==> src/rtl/vga_timing_gen.sv <==
// Programmable VGA raster timing: pixel-rate divider, h/v counters and
// registered sync, display-enable, coordinate and line/frame pulse outputs.
module vga_timing_gen #(
    parameter int H_ACTIVE = 640,
    parameter int H_FP     = 16,
    parameter int H_SYNC   = 96,
    parameter int H_BP     = 48,
    parameter int V_ACTIVE = 480,
    parameter int V_FP     = 10,
    parameter int V_SYNC   = 2,
    parameter int V_BP     = 33,
    parameter int HS_POL   = 0,
    parameter int VS_POL   = 0,
    parameter int CLK_DIV  = 2,
    parameter int XW       = 10,
    parameter int YW       = 10
) (
    input  logic          clk,
    input  logic          reset_n,
    input  logic          enable,
    output logic          pix_en,
    output logic          h_sync,
    output logic          v_sync,
    output logic          display_en,
    output logic [XW-1:0] x,
    output logic [YW-1:0] y,
    output logic          line_start,
    output logic          frame_start
);

    localparam int H_TOTAL = H_ACTIVE + H_FP + H_SYNC + H_BP;
    localparam int V_TOTAL = V_ACTIVE + V_FP + V_SYNC + V_BP;
    localparam int DW      = (CLK_DIV > 1) ? $clog2(CLK_DIV) : 1;
    localparam int XE      = XW + 1;
    localparam int YE      = YW + 1;

    localparam logic [DW-1:0] DIV_LAST = DW'(CLK_DIV - 1);
    localparam logic [XW-1:0] H_LAST   = XW'(H_TOTAL - 1);
    localparam logic [YW-1:0] V_LAST   = YW'(V_TOTAL - 1);

    // One extra bit so sync-end bounds equal to 2^XW still compare correctly
    localparam logic [XE-1:0] H_ACT = XE'(H_ACTIVE);
    localparam logic [XE-1:0] H_SS  = XE'(H_ACTIVE + H_FP);
    localparam logic [XE-1:0] H_SE  = XE'(H_ACTIVE + H_FP + H_SYNC);
    localparam logic [YE-1:0] V_ACT = YE'(V_ACTIVE);
    localparam logic [YE-1:0] V_SS  = YE'(V_ACTIVE + V_FP);
    localparam logic [YE-1:0] V_SE  = YE'(V_ACTIVE + V_FP + V_SYNC);

    localparam logic HS_ON = (HS_POL != 0);
    localparam logic VS_ON = (VS_POL != 0);

    if ((2 ** XW) < H_TOTAL) begin : g_bad_xw
        $error("XW too narrow for H_TOTAL");
    end
    if ((2 ** YW) < V_TOTAL) begin : g_bad_yw
        $error("YW too narrow for V_TOTAL");
    end
    if (CLK_DIV < 1) begin : g_bad_div
        $error("CLK_DIV must be at least 1");
    end

    logic [DW-1:0] r_div;
    logic [XW-1:0] r_h;
    logic [YW-1:0] r_v;
    logic          r_pix_en;
    logic          r_hs;
    logic          r_vs;
    logic          r_de;
    logic [XW-1:0] r_x;
    logic [YW-1:0] r_y;
    logic          r_ls;
    logic          r_fs;

    logic          w_stb;
    logic          w_h_last;
    logic          w_v_last;
    logic [XE-1:0] w_h_ext;
    logic [YE-1:0] w_v_ext;
    logic          w_active;
    logic          w_hs_act;
    logic          w_vs_act;

    assign w_stb    = enable && (r_div == DIV_LAST);
    assign w_h_last = (r_h == H_LAST);
    assign w_v_last = (r_v == V_LAST);
    assign w_h_ext  = {1'b0, r_h};
    assign w_v_ext  = {1'b0, r_v};
    assign w_active = (w_h_ext < H_ACT) && (w_v_ext < V_ACT);
    assign w_hs_act = (w_h_ext >= H_SS) && (w_h_ext < H_SE);
    assign w_vs_act = (w_v_ext >= V_SS) && (w_v_ext < V_SE);

    // Counters hold the position presented at the next strobe, so the first
    // strobe after enable shows the origin together with frame_start.
    always_ff @(posedge clk or negedge reset_n) begin
        if (!reset_n) begin
            r_div    <= '0;
            r_h      <= '0;
            r_v      <= '0;
            r_pix_en <= 1'b0;
            r_hs     <= ~HS_ON;
            r_vs     <= ~VS_ON;
            r_de     <= 1'b0;
            r_x      <= '0;
            r_y      <= '0;
            r_ls     <= 1'b0;
            r_fs     <= 1'b0;
        end else if (!enable) begin
            r_div    <= '0;
            r_h      <= '0;
            r_v      <= '0;
            r_pix_en <= 1'b0;
            r_hs     <= ~HS_ON;
            r_vs     <= ~VS_ON;
            r_de     <= 1'b0;
            r_x      <= '0;
            r_y      <= '0;
            r_ls     <= 1'b0;
            r_fs     <= 1'b0;
        end else begin
            r_pix_en <= w_stb;
            r_ls     <= 1'b0;
            r_fs     <= 1'b0;
            if (w_stb) begin
                r_div <= '0;
                r_x   <= r_h;
                r_y   <= r_v;
                r_de  <= w_active;
                r_hs  <= w_hs_act ? HS_ON : ~HS_ON;
                r_vs  <= w_vs_act ? VS_ON : ~VS_ON;
                r_ls  <= (r_h == '0);
                r_fs  <= (r_h == '0) && (r_v == '0);
                if (w_h_last) begin
                    r_h <= '0;
                    r_v <= w_v_last ? '0 : r_v + YW'(1);
                end else begin
                    r_h <= r_h + XW'(1);
                end
            end else begin
                r_div <= r_div + DW'(1);
            end
        end
    end

    assign pix_en      = r_pix_en;
    assign h_sync      = r_hs;
    assign v_sync      = r_vs;
    assign display_en  = r_de;
    assign x           = r_x;
    assign y           = r_y;
    assign line_start  = r_ls;
    assign frame_start = r_fs;

endmodule

==> config.mk <==
export PLATFORM = sky130hd
export DESIGN_NAME = vga_timing_gen
export DESIGN_NICKNAME = d
export VERILOG_FILES = /design/src/rtl/vga_timing_gen.sv
export SDC_FILE = /design/constraint.sdc
export NUM_CORES = 1
export LEC_CHECK = 0
export ABC_CLOCK_PERIOD_IN_PS = 1800
export CELL_PAD_IN_SITES_DETAIL_PLACEMENT = 1
export CELL_PAD_IN_SITES_GLOBAL_PLACEMENT = 1
export CORE_UTILIZATION = 37
export DETAILED_ROUTE_END_ITERATION = 10
export PLACE_DENSITY_LB_ADDON = 0.08
export SLEW_MARGIN = 20
export SYNTH_ARGS = -nofsm -noshare
export SYNTH_HDL_FRONTEND = slang
export SYNTH_SLANG_ARGS = --single-unit
==> constraint.sdc <==
create_clock -name clk -period 1.8 [get_ports clk]
set_clock_uncertainty 0.1 [all_clocks]
set_input_delay 0.18 -clock clk [delete_from_list [all_inputs] [get_ports clk]]
set_output_delay 0.18 -clock clk [all_outputs]
set_load 0.02 [all_outputs]
==> flow_metrics.tcl <==
set metrics [dict create \
    ys_ff_latch 47 \
    max_stage_delay_ns 0.59 \
    yosysWarnings 0 \
    seq_area_frac_synth_pct 49.1 \
    n_fill_cell 692 \
    num_rows 28 \
    slew-limit-headroom_pct 70.6 \
    mostFrequentLayoutCell "dfrtp_1" \
    power_density_nw_per_um2 624 \
    rsz0062_at_grt "false" \
    status "finished, final reports clean" \
    wirelength_um 5810 \
    drive_above_1_share_pct 19.8 \
    max-cap-violations 0 \
    layout_common_cells "45 x dfrtp_1, 36 x buf_4, 27 x clkdlybuf4s50_1" \
    critPathTopFamily "buffers and inverters" \
    final_util_pct 50.9 \
    synth_area_leaders "dfrtp_1 47%, mux2i_1 8.3%, nor2b_1 5.5%, o21ai_0 2.3%, dfstp_2 2.2%" \
    antenna_found_initial 0 \
    synth_area_um2 2400 \
    arrival_ns 1.43 \
    grt_max_degree 48 \
    routedWlPerCell_um 16.0 \
    antennaDiodeCount 0 \
    critical_path.max_fanout 2 \
    p_sw_w 0.000445 \
    slew_violations 0 \
    synth_top_area_share_pct 46.9 \
    cellLeakagePower_nw 1.34 \
    holdWs_ns 0.283 \
    setup_violations 0 \
    clkSlewWorstSetupHoldPaths_ns 0.09 \
    vias 1850 \
    slowest_stage "clkdlybuf4s50_1" \
    drc 0 \
    postLayoutCellArea_um2 3110 \
    tns_ns 0 \
    die_y_um 82.5 \
    fin_nets 294 \
    rr_worst_depth 5 \
    gp_congestion 0.747 \
    crit_buf_inv 1 \
    initial_utilization_pct 39.4 \
    fmax_mhz 585 \
    fin_cells 363 \
    avgViaCountPerCell 5.10 \
    pwr-share-seq_pct 55.3 \
    die_w_um 82.5 \
    pin_count 29 \
    cts_buffer_depth 2 \
    synthArstFlopShare_pct 100 \
    period_needed_ns 1.71 \
    p_int_w 0.00149 \
    grt_pass1_wl_um 9720 \
    ir_worst_vdd_uv 347 \
    netlist_instances 228 \
    end_kind "output pin" \
    placed_cells 350 \
    area_delta_synth_final_pct 29.4 \
    synth_top_area_cell "dfrtp_1" \
    required_ns 1.52 \
    cts.htree.levels 2 \
    swShare_pct 23.0 \
    core_um2 6100 \
    numCtsBuffers 5 \
    power_frac_comb_pct 8.8 \
    synth-edff-count 0 \
    drt_first_iter_violations 55 \
    synth_flop_cell "dfrtp_1" \
    firstDrtPassIters 3 \
    dieArea_um2 6810 \
    hold_viol_final 0 \
    grt_pass1_vias 1893 \
    worstSetupStartpointType "register" \
    grt_overflow_total 0 \
    r2r_slack_ns 0.10 \
    grtUsageTotal_pct 19.3 \
    ff_latch_area_um2 1180 \
    syn_nets 235 \
    placed_area_um2 2940 \
    port-buffer-count 28 \
    clkPwrFrac_pct 35.9 \
    syn_avg_cell_area_um2 10.5 \
    period_share_pct 95.0 \
    r2r_end "r_v[2]$_DFFE_PN0P_" \
    crit_chain "clkdlybuf4s50_1" \
    ant_nets 0 \
    cts_tree "done" \
    worst_slew_pin_slew_ns 0.437 \
    multi_input_area_um2 1090 \
    crit_type "reg2out" \
    hp-class "in2async" \
    insertion_delay_ns 0.30 \
    root_buffer "clkbuf_8" \
    clock-sinks 47 \
    dpl.hpwl_um 4130 \
    synthDistinctLibCells 44 \
    rr_startpoint "r_h[6]$_DFFE_PN0P_" \
]
==> layer usage <==
metal / GRT usage [%] / routed length [µm] / up-vias
li1: - / - / 919
met1: 25.6 / 2780 / 911
met2: 32.1 / 2870 / 14
met3: 3.41 / 95 / 6
met4: 5.86 / 70 / 0
met5: 0 / 0 / -
==> state kept, by name, summed over array words and instances (netlist names) <==
name         cells
display_en       1
frame_start      1
h_sync           1
line_start       1
pix_en           1
r_div            1
r_h             10
r_v             10
v_sync           1
x               10
y               10
==> worst max-delay path by stage <==
stage	startpoint	to	slack, ns	cells past startpoint
CTS	r_h[5]$_DFFE_PN0P_	r_v[2]$_DFFE_PN0P_	0.007	5
floorplan	r_h[5]$_DFFE_PN0P_	r_v[4]$_DFFE_PN0P_	0.08	5
detailed placement	r_h[5]$_DFFE_PN0P_	r_v[3]$_DFFE_PN0P_	-0.15	4
global placement	r_h[5]$_DFFE_PN0P_	r_v[3]$_DFFE_PN0P_	-0.11	4
finish	h_sync$_DFFE_PN1P_	h_sync	0.09	1
global route	r_h[6]$_DFFE_PN0P_	r_v[3]$_DFFE_PN0P_	0.005	5
==> synth_stat cells (2+ instances only) <==
master / n
dfrtp_1: 45
nor2b_1: 21
mux2i_1: 20
inv_1: 14
o21ai_0: 11
nand3_1: 10
nand2_1: 9
nor2_1: 9
a31oi_1: 8
clkbuf_1: 7
nand4_1: 7
a21oi_1: 6
or3_1: 5
and2_1: 4
ha_1: 4
nor4_1: 4
buf_4: 3
buf_6: 3
nand2b_1: 3
o211ai_1: 3
and3_1: 2
buf_2: 2
dfstp_2: 2
nand4b_1: 2
nor3_1: 2
o31ai_1: 2
xnor2_1: 2
xor2_1: 2
==> final cells by class <==
cell class,instances,area share (%)
sequential,47,38.0
tap,75,3.02
multi-input combinational,152,35.2
clock buffer,8,3.22
inverter,14,1.69
timing repair buffer,67,18.9
==> stage by stage <==
step	total power (W)	worst slack, ns
floorplan	0.00118	0.0834
global placement	0.00126	-0.109
detailed placement	0.00126	-0.147
CTS	0.00197	0.00670
global route	0.00203	0.00474
finish	0.00194	0.0898
==> cell families after synthesis <==
group	share of synthesized area (%)
buf+inv	6.05
xor+xnor	1.46
flops	49.1
simple gates	22.3
compound gates	10.7
fa+ha+maj	2.09
mux	8.34
==> what timing repair did <==
action	in CTS	in global routing
hold buffers	1	0
endpoints found under the hold margin	45	0
setup buffers	2	2
pin swaps	1	4
resized for setup	1	4
setup endpoints to repair	15	6
==> power groups by stage <==
stage | clock network, W | registers [W] | logic (W)
floorplan | 0 | 0.00110 | 0.0000772
global placement | 0 | 0.00109 | 0.000166
finish | 0.000696 | 0.00107 | 0.000171
CTS | 0.000721 | 0.00107 | 0.000172
detailed placement | 0 | 0.00109 | 0.000167
global route | 0.000770 | 0.00107 | 0.000189
Note: power is estimated with default switching activity, not from simulation.
